==> src/rtl/display_source_selector_pkg.sv <==
// Shared constants and helpers for the display source selector slice.
// Latency: n/a (package only).
// Backpressure: n/a (package only).
//
// SEG_BLANK / AN_BLANK / LED_OFF are single-bit fill values; replicate them to bus width.
package disp_pkg;

    localparam logic SEG_BLANK = 1'b1;   // segments are active-low, so blank is all ones
    localparam logic AN_BLANK  = 1'b1;   // anodes are active-low, so blank is all ones
    localparam logic LED_OFF   = 1'b0;   // LEDs are active-high

    // Width needed to hold values 0..v-1, never less than one bit.
    function automatic int clog2(input int v);
        int r;
        r = 0;
        for (int i = 0; i < 31; i++) begin
            if ((1 << i) < v) r = i + 1;
        end
        return (r < 1) ? 1 : r;
    endfunction

endpackage

==> src/rtl/display_source_selector_if.sv <==
// Bundles the producer-side display buses and the selected board-side outputs.
// Latency: n/a (wires only).
// Backpressure: none; every signal is a level with no handshake.
//
// master: drives src_valid/src_seg/src_an/src_light, observes seg/an/light/sel_idx/none_valid.
// slave : the selector; consumes src_* and drives the selected outputs.
interface display_source_selector_if
    import disp_pkg::*;
#(
    parameter int N_SRC = 4,
    parameter int SEG_W = 8,
    parameter int AN_W  = 8,
    parameter int LED_W = 16
);
    localparam int SEL_W = clog2(N_SRC);

    logic [N_SRC-1:0]       src_valid;
    logic [N_SRC*SEG_W-1:0] src_seg;
    logic [N_SRC*AN_W-1:0]  src_an;
    logic [N_SRC*LED_W-1:0] src_light;
    logic [SEG_W-1:0]       seg;
    logic [AN_W-1:0]        an;
    logic [LED_W-1:0]       light;
    logic [SEL_W-1:0]       sel_idx;
    logic                   none_valid;

    modport master (
        output src_valid, src_seg, src_an, src_light,
        input  seg, an, light, sel_idx, none_valid
    );

    modport slave (
        input  src_valid, src_seg, src_an, src_light,
        output seg, an, light, sel_idx, none_valid
    );

endinterface

==> src/rtl/display_source_selector_key_debounce.sv <==
// Synchronises and debounces a raw push-button and emits a 1-cycle pulse on an accepted press.
// Latency: 2 sync stages + STABLE_CYC stable samples + 1 register to key_pulse.
// Backpressure: none; a pulse is emitted once and not held.
//
// Ports: fpga_clk, RST (async active-high), key_in (raw), key_level (accepted level),
//        key_pulse (1 cycle on accepted 0->1).
module key_debounce
    import disp_pkg::*;
#(
    parameter int STABLE_CYC = 2_000_000
) (
    input  logic fpga_clk,
    input  logic RST,
    input  logic key_in,
    output logic key_level,
    output logic key_pulse
);
    localparam int               CNT_W   = clog2(STABLE_CYC);
    localparam logic [CNT_W-1:0] CNT_MAX = CNT_W'(STABLE_CYC - 1);

    logic             sync_1;
    logic             sync_2;
    logic             sync_prev;
    logic [CNT_W-1:0] stable_cnt;
    // Set once the button has been seen released and stable. A key held through reset
    // therefore settles its level silently and only a later, fresh press can pulse.
    logic             armed;

    always_ff @(posedge fpga_clk or posedge RST) begin
        if (RST) begin
            sync_1     <= 1'b0;
            sync_2     <= 1'b0;
            sync_prev  <= 1'b0;
            stable_cnt <= '0;
            armed      <= 1'b0;
            key_level  <= 1'b0;
            key_pulse  <= 1'b0;
        end else begin
            sync_1    <= key_in;
            sync_2    <= sync_1;
            sync_prev <= sync_2;

            // Reload on every change of the synced level; saturate once stable.
            if (sync_2 != sync_prev) begin
                stable_cnt <= '0;
            end else if (stable_cnt != CNT_MAX) begin
                stable_cnt <= stable_cnt + 1'b1;
            end

            key_pulse <= 1'b0;
            if (stable_cnt == CNT_MAX) begin
                key_level <= sync_prev;
                if (!sync_prev) armed <= 1'b1;
                if (sync_prev && !key_level && armed) key_pulse <= 1'b1;
            end
        end
    end

endmodule

==> src/rtl/display_source_selector.sv <==
// Picks one of N_SRC display producers to drive the board seg/an/light pins.
// Latency: sel_idx moves 1 cycle after an advance event; outputs 1 cycle after sel_idx/src_*.
// Backpressure: none; outputs are registered levels, events are never queued.
//
// Ports: fpga_clk, RST (async active-high), key_next (raw button), auto_en (rotate enable),
//        bus (slave modport: src_valid/src_seg/src_an/src_light in; seg/an/light/sel_idx/none_valid out).
module display_source_selector
    import disp_pkg::*;
#(
    parameter int N_SRC        = 4,
    parameter int SEG_W        = 8,
    parameter int AN_W         = 8,
    parameter int LED_W        = 16,
    parameter int DEBOUNCE_CYC = 2_000_000,
    parameter int ROTATE_CYC   = 300_000_000
) (
    input  logic                      fpga_clk,
    input  logic                      RST,
    input  logic                      key_next,
    input  logic                      auto_en,
    display_source_selector_if.slave  bus
);
    localparam int               SEL_W    = clog2(N_SRC);
    localparam int               ROT_W    = clog2(ROTATE_CYC);
    localparam logic [ROT_W-1:0] ROT_LAST = ROT_W'(ROTATE_CYC - 1);

    logic             key_level;
    logic             key_pulse;
    logic             key_step;
    logic [ROT_W-1:0] rot_cnt;
    logic             rot_pulse;
    logic             any_valid;
    logic             cur_valid;
    logic             hunt;
    logic             adv;
    logic [SEL_W-1:0] sel_q;
    logic [SEL_W-1:0] nxt_idx;
    logic [SEG_W-1:0] seg_sel;
    logic [AN_W-1:0]  an_sel;
    logic [LED_W-1:0] light_sel;

    key_debounce #(
        .STABLE_CYC (DEBOUNCE_CYC)
    ) u_key_debounce (
        .fpga_clk  (fpga_clk),
        .RST       (RST),
        .key_in    (key_next),
        .key_level (key_level),
        .key_pulse (key_pulse)
    );

    // Pulse and level register together on an accepted press; the level qualifier
    // keeps a release from ever being taken as a step.
    assign key_step = key_pulse & key_level;

    // Rotate timer: a manual step restarts the full period.
    assign rot_pulse = auto_en && (rot_cnt == ROT_LAST);

    always_ff @(posedge fpga_clk or posedge RST) begin
        if (RST) begin
            rot_cnt <= '0;
        end else if (!auto_en || key_step || rot_pulse) begin
            rot_cnt <= '0;
        end else begin
            rot_cnt <= rot_cnt + 1'b1;
        end
    end

    // Current-source slice; constant part-selects keep the mux free of variable offsets.
    always_comb begin
        seg_sel   = '0;
        an_sel    = '0;
        light_sel = '0;
        cur_valid = 1'b0;
        for (int i = 0; i < N_SRC; i++) begin
            if (sel_q == SEL_W'(i)) begin
                seg_sel   = bus.src_seg[i*SEG_W +: SEG_W];
                an_sel    = bus.src_an[i*AN_W +: AN_W];
                light_sel = bus.src_light[i*LED_W +: LED_W];
                cur_valid = bus.src_valid[i];
            end
        end
    end

    // Rotated priority search: first valid index after sel_q, wrapping at N_SRC.
    // Holds sel_q when no other source is valid.
    always_comb begin
        int               j;
        logic [SEL_W-1:0] jj;
        logic             found;
        nxt_idx = sel_q;
        found   = 1'b0;
        j       = 0;
        jj      = '0;
        for (int k = 1; k < N_SRC; k++) begin
            j = int'(sel_q) + k;
            if (j >= N_SRC) j = j - N_SRC;
            jj = SEL_W'(j);
            if (!found && bus.src_valid[jj]) begin
                nxt_idx = jj;
                found   = 1'b1;
            end
        end
    end

    assign any_valid = |bus.src_valid;
    assign hunt      = any_valid && !cur_valid;
    // All event sources collapse into one advance, so coincident events step once.
    assign adv       = key_step | rot_pulse | hunt;

    always_ff @(posedge fpga_clk or posedge RST) begin
        if (RST) begin
            sel_q          <= '0;
            bus.seg        <= {SEG_W{SEG_BLANK}};
            bus.an         <= {AN_W{AN_BLANK}};
            bus.light      <= {LED_W{LED_OFF}};
            bus.none_valid <= 1'b0;
        end else begin
            if (adv) sel_q <= nxt_idx;
            bus.none_valid <= !any_valid;
            if (!any_valid) begin
                bus.seg   <= {SEG_W{SEG_BLANK}};
                bus.an    <= {AN_W{AN_BLANK}};
                bus.light <= {LED_W{LED_OFF}};
            end else begin
                bus.seg   <= seg_sel;
                bus.an    <= an_sel;
                bus.light <= light_sel;
            end
        end
    end

    assign bus.sel_idx = sel_q;

endmodule

==> src/flat_wrapper.sv <==
// flat-port wrapper written by rule: the top's interface ports become plain ports
module display_source_selector_flat import disp_pkg::*;
#(
    parameter int N_SRC        = 4,
    parameter int SEG_W        = 8,
    parameter int AN_W         = 8,
    parameter int LED_W        = 16,
    parameter int DEBOUNCE_CYC = 2_000_000,
    parameter int ROTATE_CYC   = 300_000_000
)
  (fpga_clk, RST, key_next, auto_en, bus_src_valid, bus_src_seg, bus_src_an, bus_src_light, bus_seg, bus_an, bus_light, bus_sel_idx, bus_none_valid);
  display_source_selector_if #(.N_SRC(N_SRC), .SEG_W(SEG_W), .AN_W(AN_W), .LED_W(LED_W)) bus_i ();
  input  logic fpga_clk;
  input  logic RST;
  input  logic key_next;
  input  logic auto_en;
  input wire logic [$bits(bus_i.src_valid)-1:0] bus_src_valid;
  input wire logic [$bits(bus_i.src_seg)-1:0] bus_src_seg;
  input wire logic [$bits(bus_i.src_an)-1:0] bus_src_an;
  input wire logic [$bits(bus_i.src_light)-1:0] bus_src_light;
  output wire logic [$bits(bus_i.seg)-1:0] bus_seg;
  output wire logic [$bits(bus_i.an)-1:0] bus_an;
  output wire logic [$bits(bus_i.light)-1:0] bus_light;
  output wire logic [$bits(bus_i.sel_idx)-1:0] bus_sel_idx;
  output wire logic [$bits(bus_i.none_valid)-1:0] bus_none_valid;
  assign bus_i.src_valid = bus_src_valid;
  assign bus_i.src_seg = bus_src_seg;
  assign bus_i.src_an = bus_src_an;
  assign bus_i.src_light = bus_src_light;
  assign bus_seg = bus_i.seg;
  assign bus_an = bus_i.an;
  assign bus_light = bus_i.light;
  assign bus_sel_idx = bus_i.sel_idx;
  assign bus_none_valid = bus_i.none_valid;
  display_source_selector #(.N_SRC(N_SRC), .SEG_W(SEG_W), .AN_W(AN_W), .LED_W(LED_W), .DEBOUNCE_CYC(DEBOUNCE_CYC), .ROTATE_CYC(ROTATE_CYC)) u_core (.fpga_clk(fpga_clk), .RST(RST), .key_next(key_next), .auto_en(auto_en), .bus(bus_i));
endmodule
==> config.mk <==
export PLATFORM = sky130hd
export DESIGN_NAME = display_source_selector_flat
export DESIGN_NICKNAME = d
export VERILOG_FILES = /design/src/rtl/display_source_selector_pkg.sv /design/src/rtl/display_source_selector_if.sv /design/src/rtl/display_source_selector_key_debounce.sv /design/src/rtl/display_source_selector.sv /design/src/flat_wrapper.sv
export SDC_FILE = /design/constraint.sdc
export NUM_CORES = 1
export LEC_CHECK = 0
export CORE_UTILIZATION = 35
export DETAILED_ROUTE_END_ITERATION = 8
export GPL_ROUTABILITY_DRIVEN = 1
export REMOVE_ABC_BUFFERS = 1
export SLEW_MARGIN = 20
export SYNTH_ARGS = -nofsm -noshare
export SYNTH_HDL_FRONTEND = slang
export SYNTH_SLANG_ARGS = --single-unit
==> constraint.sdc <==
create_clock -name fpga_clk -period 5.4 [get_ports fpga_clk]
set_input_delay 1.08 -clock fpga_clk [delete_from_list [all_inputs] [get_ports fpga_clk]]
set_output_delay 1.08 -clock fpga_clk [all_outputs]
set_load 0.02 [all_outputs]
==> results.tsv, run 1 <==
stage	metric	value	unit
yosys	ys.flop_type	dfrtp_1	
global_routing	grt_pass1_vias	4489	
timing	period_needed	3.027	ns
route	ant_nets	0	
floorplan	die_x	120.5	um
power_and_ir_drop	switching_share	35.59	%
timing	slew_viol_final	0	
route	drt_iter0_markers	204	
power_and_ir_drop	p_leak	2.818	nW
floorplan	placeableCoreArea	13450	um2
power_and_ir_drop	seq_power_share	30.6	%
clocking	cts.sinks	91	
timing	tightest_slew	0.7774	ns
cells_and_area	finalNetCount	828	
yosys	synth_fa_ha_area_share	1.528	%
yosys	muxShareOfSynthArea	1.732	%
yosys	synth_compound_area_share	15.28	%
clocking	root_buffer	clkbuf_16	
clocking	cts_buffer_depth	2	
yosys	ys_top_cells_by_count	nor2_1, dfrtp_1, a21oi_1, nand2_1, clkbuf_1	
clocking	cts_tree	done	
route	dr_total_vias	4435	
yosys	avgSynthCellArea	9.219	um2
clocking	htreeDepth	3	
placed_design	portBuffers	170	
global_routing	grt_max_degree	67	
timing	finClkSkew	0.005004	ns
timing	whs	0.3459	ns
global_routing	grt_pass1_wl	22.06	mm
cells_and_area	n_fill_cell	1272	
power_and_ir_drop	power_density	423.3	nW/um2
global_routing	track_usage	19.54	%
yosys	synth_top_area_share	38.20	%
worst_setup_path	crit_type	in -> reg	
yosys	ys_types	51	
timing	setup_violations	0	
power_and_ir_drop	intPower	1.935	mW
yosys	synth_cells	533	
worst_setup_path	path_max_fanout	18	
route	via_per_inst	5.115	
clocking	numCtsBuffers	9	
cells_and_area	drive_gt1_share	7.815	%
clocking	ctsHoldBuffers	0	
global_routing	grt_overflow	0	
yosys	synth_top_family_by_area	simple AND/OR/NAND/NOR gates	
timing	hold_viol_final	0	
yosys	mappedNetlistArea	4913	um2
yosys	synth-edff-count	0	
worst_setup_path	setup.worst_path.end_class	register	
yosys	synthSimpleGateAreaFrac	23.02	%
power_and_ir_drop	ir_drop	198.4	uV
floorplan	io_pins	171	
placed_design	dp_hpwl	9.806	mm
clocking	cts.repair.resized	0	
floorplan	start_util	36.52	%
timing	fmax	0.3304	GHz
power_and_ir_drop	p_switching	1.069	mW
route	firstDrtPassIters	4	
worst_setup_path	critical_path.startpoint_type	primary input	
floorplan	dieArea	14520	um2
cells_and_area	n_antenna_cell	0	
global_routing	antenna_found_initial	0	
worst_setup_path	crit_arrival	3.30	ns
power_and_ir_drop	power_frac_clock	24.1	%
timing	post-route-period-util	56.06	%
run_status	status	finished, final reports clean	
route	wl_per_cell	15.72	um
placed_design	place.gp.congestion	0.7971	
worst_setup_path	crit_required	5.67	ns
route	drc_errors	0	
clocking	clk_latency	0.34	ns
timing	relSlewSlack	48.17	%
yosys	yosys.area_share.xor_xnor	7.665	%
clocking	path_clk_slew	0.06	ns
yosys	yosysSeqAreaShare	46.75	%
yosys	synth-async-reset-ratio	100.0	%
flow_run	drv_cap	0	
timing	rsz0062_at_grt	no	
yosys	yosysWarnings	0	
timing	fin_setup_tns	0	ns
route	drt-total-wl	13.63	mm
floorplan	fp.dieH	120.5	um
clocking	post_cts_buffers	0	
cells_and_area	area_delta_synth_final	44.46	%
floorplan	num_rows	42	
yosys	synthTopCellsByArea	dfrtp_1, dfstp_2, nor2_1	
yosys	yosys.area.top_type	dfrtp_1	
yosys	yosysMostFrequentCell	nor2_1	
worst_hold_path	hold_path.class	reg -> reg	
yosys	synth_seq_cells	91	
power_and_ir_drop	power_frac_comb	45.2	%
sequential cells by signal, indices dropped and copies added, names as in the netlist:
signal                            count
u_core.u_key_debounce.sync_prev       1
u_core.u_key_debounce.armed           1
u_core.u_key_debounce.stable_cnt     21
u_core.bus.none_valid                 1
u_core.u_key_debounce.key_level       1
u_core.rot_cnt                       29
u_core.bus.sel_idx                    2
u_core.bus.seg                        8
u_core.u_key_debounce.sync_1          1
u_core.bus.light                     16
u_core.u_key_debounce.key_pulse       1
u_core.u_key_debounce.sync_2          1
u_core.bus.an                         8
worst max-delay path, cell delays in order:
cell             delay, ns
clkdlybuf4s50_1       0.47
or4_1                 0.86
inv_2                 0.39
a221oi_1              0.13
o21bai_1              0.22
xnor2_1               0.13
power groups by stage:
stage                     clock (mW)  combinational [mW]  sequential (mW)
after floorplan                    0               0.663             1.08
after global placement             0                1.36            0.928
after detailed placement           0                1.37            0.930
after CTS                      0.742                1.37            0.923
after global routing           0.769                1.50            0.939
final                          0.725                1.36            0.921
cell families (layout without fill, tap and decap cells):
logic type,Yosys count,in the layout
and+or+nand+nor,226,226
AOI/OAI and AO/OA,112,112
DFF,91,91
buffers and inverters,48,206
xor gates and xnor gates,43,43
muxes,7,7
adders and majority gates,6,6
layout make-up:
| cell class | instances | area, um2 | share of cell area [%] |
|---|---|---|---|
| clock buffers | 11 | 242.7 | 3.420 |
| clock inverters | 5 | 100.1 | 1.410 |
| inverters | 14 | 55.05 | 0.7756 |
| multi-input cells | 394 | 2436 | 34.32 |
| flip-flops and latches | 91 | 2297 | 32.36 |
| well taps | 176 | 220.2 | 3.102 |
| repair buffers | 176 | 1747 | 24.61 |
path summary, 6_finish.rpt:
| path | slack [ns] | depth (start not counted) | to | from |
|---|---|---|---|---|
| setup / recovery | 2.37 | 6 | u_core.bus.sel_idx[0]$_DFFE_PP0P_ | bus_src_valid[0] |
| setup reg to reg | 2.73 | 9 | u_core.bus.light[6]$_DFF_PP0_ | u_core.bus.sel_idx[1]$_DFFE_PP0P_ |
| min in group asynchronous | 1.23 | 2 | u_core.u_key_debounce.stable_cnt[10]$_DFFE_PP0P_ | RST |
| max in group asynchronous | 3.25 | 3 | u_core.bus.an[2]$_DFF_PP1_ | RST |
| hold reg to reg | 0.35 | 0 | u_core.u_key_debounce.sync_2$_DFF_PP0_ | u_core.u_key_debounce.sync_1$_DFF_PP0_ |
| hold / removal | 0.35 | 0 | u_core.u_key_debounce.sync_2$_DFF_PP0_ | u_core.u_key_debounce.sync_1$_DFF_PP0_ |
stage by stage:
step           cell area (um2)  total power [mW]  cells  utilization [%]  setup WS (ns)
2_1_floorplan             4768             1.743    499                -          1.983
3_3_place_gp              6744             2.288    851            50.13          2.082
3_5_place_dp              6744             2.298    851            50.13          1.998
4_1_cts                   7087             3.036    867            52.68          2.367
5_1_grt                   7098             3.206    867            52.76          2.209
6_report                  7098             3.005    867            52.76          2.373
per-layer routing:
metal  part of all wire (%)  GRT usage [%]
met1                     40          22.15
met2                     49          32.69
met3                    9.0          7.358
met4                    2.4          8.642
met5                      0              0
placed cells by master, fill, tap and decap left out, drive strengths merged, types with 4 or more instances in the layout:
master         count
a221oi            16
mux2i              4
or3                5
nor2              84
a21oi             41
o21ai             11
xor2              25
nand3             21
o211ai            17
xnor2             18
clkdlybuf4s50    170
nor3              25
nand2             38
dfrtp             75
clkbuf            11
ha                 6
a22oi             16
nand4             12
dfstp             16
nor2b             16
and3               7
buf                6
inv               14
(Power assumes the default switching activity.)
==> run 2: changes to the inputs <==
==> constraint.sdc (replaced) <==
create_clock -name fpga_clk -period 2.95 [get_ports fpga_clk]
set_input_delay 0.59 -clock fpga_clk [delete_from_list [all_inputs] [get_ports fpga_clk]]
set_output_delay 0.59 -clock fpga_clk [all_outputs]
set_load 0.02 [all_outputs]
==> results.tsv, run 2 (same netlist as run 1, synthesis figures left out) <==
stage	metric	value	unit	change
floorplan	die_x	120.5	um	unchanged
worst_setup_path	critical_path.startpoint_type	register		
timing	fmax	0.4356	GHz	
global_routing	grt_pass1_vias	4549		+1.3%
cells_and_area	top_regs	u_core.rot_cnt (29), u_core.u_key_debounce.stable_cnt (21), u_core.bus.light (16)		
cells_and_area	area_delta_synth_final	45.05	%	
worst_setup_path	crit_arrival	2.55	ns	-0.75 ns
floorplan	placeableCoreArea	13450	um2	unchanged
cells_and_area	n_antenna_cell	0		unchanged
floorplan	num_rows	42		unchanged
timing	finClkSkew	0.008430	ns	+0.003426 ns
global_routing	use_met3	7.783	%	+0.42 points
route	via_per_inst	5.103		-0.24%
power_and_ir_drop	ir_drop	367.2	uV	+85%
timing	setup_violations	0		unchanged
worst_setup_path	path_max_fanout	22		+4
clocking	cts_buffer_depth	2		unchanged
placed_design	dp_hpwl	10.36	mm	+5.6%
worst_setup_path	crit_required	3.21	ns	-2.46 ns
clocking	cts.sinks	91		unchanged
timing	relSlewSlack	49.74	%	+1.6 points
global_routing	grt_overflow	0		unchanged
timing	period_needed	2.296	ns	
cells_and_area	drive_gt1_share	8.739	%	+0.92 points
global_routing	use_met2	33.41	%	+0.72 points
power_and_ir_drop	p_leak	2.835	nW	+0.60%
clocking	path_clk_slew	0.07	ns	about the same
clocking	numCtsBuffers	9		unchanged
global_routing	antenna_found_initial	0		unchanged
clocking	cts_tree	done		
worst_setup_path	crit_type	reg -> reg		
route	dr_total_vias	4460		+0.56%
route	firstDrtPassIters	4		unchanged
timing	post-route-period-util	77.82	%	
route	ant_nets	0		unchanged
cells_and_area	mostFrequentLayoutCells	clkdlybuf4s50_1, nor2_1, dfrtp_1, a21oi_1, nand2_1		
timing	slew_viol_final	0		unchanged
run_status	status	finished, final reports clean		
placed_design	place.gp.congestion	0.8137		+2.1%
timing	tightest_slew	0.7498	ns	-0.02768 ns
clocking	post_cts_buffers	0		unchanged
clocking	htreeDepth	3		unchanged
route	drc_errors	0		unchanged
cells_and_area	largest_reg_flops	29		unchanged
route	wl_per_cell	15.76	um	+0.25%
route	drt_iter0_markers	225		+10%
floorplan	dieArea	14520	um2	unchanged
floorplan	io_pins	171		unchanged
timing	rsz0062_at_grt	no		
floorplan	fp.dieH	120.5	um	unchanged
power_and_ir_drop	power_density	759.1	nW/um2	+79%
global_routing	grt.busiest_layer	met2		
floorplan	start_util	36.52	%	unchanged
global_routing	grt_use_met1	22.53	%	+0.38 points
flow_run	drv_cap	0		unchanged
worst_setup_path	setup.worst_path.end_class	register		
clocking	cts.repair.resized	0		unchanged
worst_hold_path	hold_path.class	reg -> reg		
clocking	root_buffer	clkbuf_16		
global_routing	track_usage	19.83	%	+0.29 points
timing	fin_setup_tns	0	ns	unchanged
cells_and_area	layout_commonest_cell	clkdlybuf4s50_1		
clocking	ctsHoldBuffers	0		unchanged
cells_and_area	finalNetCount	835		+0.85%
global_routing	grt_pass1_wl	22.31	mm	+1.2%
route	drt-total-wl	13.77	mm	+1.1%
global_routing	grt_max_degree	57		-15%
cells_and_area	regMostFlops	u_core.rot_cnt		
clocking	clk_latency	0.34	ns	about the same
timing	hold_viol_final	0		unchanged
power_and_ir_drop	power	5.410	mW	+80%
placed_design	portBuffers	170		unchanged
==> run 2: per-layer routing <==
layer | vias to the layer above | routed length [um]
met1 | 2098 | 5384
met2 | 134 | 6922
met4 | 0 | 201
met3 | 12 | 1264
li1 | 2216 | -
met5 | - | 0
==> run 2: area by class of cell <==
type | count | area (um2)
multi-input combinational | 394 | 2426
clock inverter | 6 | 88.84
inverter | 14 | 53.80
fill | 1291 | 6326
sequential | 91 | 2297
timing repair buffer | 183 | 1812
tap | 176 | 220.2
clock buffer | 10 | 229.0
==> run 2: worst max-delay path: stages, from the launching register on <==
cell and delay (ns):
dfrtp_1 0.51, inv_1 0.16, ha_1 0.18, buf_4 0.27, nor2b_2 0.08, a221o_1 0.30
a221oi_1 0.40, o21ai_0 0.14, a21oi_1 0.18
==> run 2: final timing paths <==
| kind | depth (start not counted) | slack [ns] | end | startpoint |
|---|---|---|---|---|
| max | 8 | 0.65 | u_core.bus.sel_idx[1]$_DFFE_PP0P_ | u_core.bus.sel_idx[1]$_DFFE_PP0P_ |
| min reg2reg | 0 | 0.37 | u_core.u_key_debounce.sync_2$_DFF_PP0_ | u_core.u_key_debounce.sync_1$_DFF_PP0_ |
| max reg2reg | 8 | 0.65 | u_core.bus.sel_idx[1]$_DFFE_PP0P_ | u_core.bus.sel_idx[1]$_DFFE_PP0P_ |
| max in group asynchronous | 3 | 1.67 | u_core.bus.an[1]$_DFF_PP1_ | RST |
| min in group asynchronous | 2 | 0.62 | u_core.bus.light[7]$_DFF_PP0_ | RST |
| min | 0 | 0.37 | u_core.u_key_debounce.sync_2$_DFF_PP0_ | u_core.u_key_debounce.sync_1$_DFF_PP0_ |
==> run 2: report_power, final <==
part	internal, mW	total, mW	switching, mW
combinational	1.15	2.49	1.35
sequential	1.56	1.68	0.120
clock	0.744	1.24	0.491
==> run 2: through the flow <==
stage	cells	utilization, %	worst slack, ns	hold slack, ns	area (um2)
after floorplan	499	-	-0.2663	0.3312	4768
after global placement	858	50.61	0.5795	0.3354	6809
after detailed placement	858	50.61	0.4576	0.3396	6809
after CTS	874	52.98	0.6305	0.3670	7127
after global routing	874	52.98	0.5038	0.3783	7127
final	874	52.98	0.6542	0.3691	7127
==> run 3: changes to the inputs <==
--- a/config.mk
+++ b/config.mk
@@ -8,6 +8,7 @@
 export CORE_UTILIZATION = 35
 export DETAILED_ROUTE_END_ITERATION = 8
 export GPL_ROUTABILITY_DRIVEN = 1
+export PLACE_DENSITY = 0.67
 export REMOVE_ABC_BUFFERS = 1
 export SLEW_MARGIN = 20
 export SYNTH_ARGS = -nofsm -noshare
==> constraint.sdc (replaced) <==
create_clock -name fpga_clk -period 1.9 [get_ports fpga_clk]
set_input_delay 0.38 -clock fpga_clk [delete_from_list [all_inputs] [get_ports fpga_clk]]
set_output_delay 0.38 -clock fpga_clk [all_outputs]
set_load 0.02 [all_outputs]
==> results.tsv, run 3 (same netlist as run 1, synthesis figures left out) <==
stage	metric	value	unit	change
clocking	clk_latency	0.34	ns	about the same
route	firstDrtPassIters	4		unchanged
timing	rsz0062_at_grt	yes		
worst_hold_path	hold_depth	0		unchanged
worst_setup_path	crit_arrival	2.18	ns	-0.37 ns
worst_setup_path	crit_buf_inv	0		-2
power_and_ir_drop	ir_drop	687.7	uV	+87%
global_routing	grt.busiest_layer	met2		
global_routing	grt_pass1_wl	23.07	mm	+3.4%
timing	setup_violations	19		+19
route	wl_per_cell	15.77	um	about the same
global_routing	grt_overflow	0		unchanged
route	drc_errors	0		unchanged
cells_and_area	final_util	56.19	%	+3.2 points
timing	final.setup.worst_slack	-0.04980	ns	-0.7040 ns
worst_setup_path	path_cells	or4b_4, nor4_4, a32oi_4, nand2_2, nor2_1		
cells_and_area	regMostFlops	u_core.rot_cnt		
timing	whs	0.3492	ns	-0.01988 ns
placed_design	place.gp.congestion	0.8082		-0.68%
cells_and_area	mostFrequentLayoutCells	clkdlybuf4s50_1, nor2_1, dfrtp_1, buf_4, a21oi_1		
route	drt-total-wl	14.32	mm	+4.0%
power_and_ir_drop	power_density	1175	nW/um2	+55%
worst_setup_path	cp_top_family	simple AND/OR/NAND/NOR gates		
power_and_ir_drop	p_leak	3.118	nW	+10%
cells_and_area	n_fill_cell	1227		-5.0%
route	via_per_inst	5.098		about the same
placed_design	post-place-cells	884		+3.0%
timing	post-route-period-util	102.6	%	+25 points
placed_design	portBuffers	170		unchanged
worst_setup_path	path_max_fanout	7		-68%
cells_and_area	layout_commonest_cell	clkdlybuf4s50_1		
clocking	ctsHoldBuffers	0		unchanged
floorplan	placeableCoreArea	13450	um2	unchanged
global_routing	grt_max_degree	92		+61%
timing	tightest_slew	0.4806	ns	-0.2692 ns
run_status	violations	setup timing		
clocking	cts_tree	done		
cells_and_area	largest_reg_flops	29		unchanged
cells_and_area	top_regs	u_core.rot_cnt (29), u_core.u_key_debounce.stable_cnt (21), u_core.bus.light (16)		
cells_and_area	regArea	2297	um2	unchanged
worst_setup_path	r2r_cells	5		-3
floorplan	start_util	36.52	%	unchanged
route	dr_total_vias	4629		+3.8%
cells_and_area	n_antenna_cell	0		unchanged
timing	fin_setup_tns	-0.4446	ns	-0.4446 ns
global_routing	antenna_found_initial	0		unchanged
timing	fmax	0.5129	GHz	+18%
cells_and_area	finalNetCount	869		+4.1%
floorplan	dieArea	14520	um2	unchanged
clocking	numCtsBuffers	9		unchanged
floorplan	die_x	120.5	um	unchanged
clocking	cts_buffer_depth	2		unchanged
global_routing	grt_use_met1	22.68	%	+0.15 points
global_routing	grt_pass1_vias	4711		+3.6%
route	ant_nets	0		unchanged
global_routing	use_met2	35.78	%	+2.4 points
timing	relSlewSlack	67.96	%	+18 points
floorplan	fp.dieH	120.5	um	unchanged
worst_setup_path	critical_path.startpoint_type	register		
worst_hold_path	hold_path.class	reg -> reg		
timing	finClkSkew	0.007884	ns	-0.0005463 ns
floorplan	num_rows	42		unchanged
cells_and_area	layout.cells.non_filler	908		+3.9%
global_routing	use_met3	7.123	%	-0.66 points
timing	slew_viol_final	0		unchanged
cells_and_area	multiInputGateArea	2559	um2	+5.5%
clocking	cts.sinks	91		unchanged
clocking	path_clk_slew	0.07	ns	about the same
route	drt_iter0_markers	163		-28%
run_status	status	finished with violations		
placed_design	dp_hpwl	10.39	mm	+0.28%
clocking	root_buffer	clkbuf_16		
global_routing	track_usage	20.33	%	+0.50 points
clocking	htreeDepth	3		unchanged
worst_setup_path	setup.worst_path.end_class	register		
worst_setup_path	crit_path_max_incr_delay	0.53	ns	+0.02 ns
worst_setup_path	crit_type	reg -> reg		
floorplan	io_pins	171		unchanged
timing	period_needed	1.950	ns	-0.3460 ns
cells_and_area	drive_gt1_share	15.57	%	+6.8 points
worst_setup_path	crit_slowest_cell	or4b_4		
flow_run	drv_cap	0		unchanged
cells_and_area	area_delta_synth_final	53.86	%	
power_and_ir_drop	power	8.884	mW	+64%
worst_setup_path	path_depth	5		-3
timing	hold_viol_final	0		unchanged
worst_setup_path	crit_required	2.13	ns	-1.08 ns
## run 3: cell count changes in the layout (fill, tap and decap cells not counted), sizes merged
cell,previous run,this run
dlygate4sd2,0,2
clkdlybuf4s50,170,161
nand2,38,40
inv,14,16
clkinvlp,2,0
buf,13,45
clkbuf,10,9
bufinv,2,3
dlymetal6s2s,0,7
## run 3: where the power goes
group / switching [mW] / internal (mW)
clock network: 0.780 / 1.30
logic: 2.26 / 2.00
registers: 0.119 / 2.42
total: 3.16 / 5.72
## run 3: final timing paths
kind | slack [ns] | to | start
min reg2reg | 0.35 | u_core.u_key_debounce.sync_2$_DFF_PP0_ | u_core.u_key_debounce.sync_1$_DFF_PP0_
min in group asynchronous | 0.45 | u_core.u_key_debounce.stable_cnt[16]$_DFFE_PP0P_ | RST
max | -0.05 | u_core.rot_cnt[8]$_DFF_PP0_ | u_core.rot_cnt[10]$_DFF_PP0_
min | 0.35 | u_core.u_key_debounce.sync_2$_DFF_PP0_ | u_core.u_key_debounce.sync_1$_DFF_PP0_
max reg2reg | -0.05 | u_core.rot_cnt[8]$_DFF_PP0_ | u_core.rot_cnt[10]$_DFF_PP0_
max in group asynchronous | 1.05 | u_core.bus.seg[5]$_DFF_PP1_ | RST
## run 3: worst register-to-register path, delay by kind of cell (launching register included)
kind            cells  cell delay [ns]
compound gates      1             0.25
flops               1             0.40
simple gates        4             1.18
## run 3: final cells by class
class / count / area share [%]
multi-input combinational: 396 / 33.85
sequential: 91 / 30.39
timing repair buffer: 215 / 27.56
clock buffer: 9 / 2.979
tap: 176 / 2.913
clock inverter: 7 / 1.605
inverter: 14 / 0.7117
## run 3: per-stage QoR
stage               cell area (um2)  worst slack [ns]
floorplan                      4768            -1.316
global placement               7017           -0.1508
detailed placement             7017           -0.2082
CTS                            7410         -0.009209
global route                   7560          -0.08418
finish                         7560          -0.04980
## run 3: timing repair
| item | 4_1_cts | 5_1_grt |
|---|---|---|
| cloned | 1 | 1 |
| gates resized for setup | 7 | 27 |
| endpoints found under the setup margin | 33 | 49 |
| pin swaps | 3 | 10 |
| buffers inserted | 2 | 4 |
## run 3: metal layers
metal / part of all wire [%] / up-vias
li1: - / 2276
met1: 39 / 2203
met2: 51 / 139
met3: 8.2 / 11
met4: 1.3 / 0
met5: 0 / -
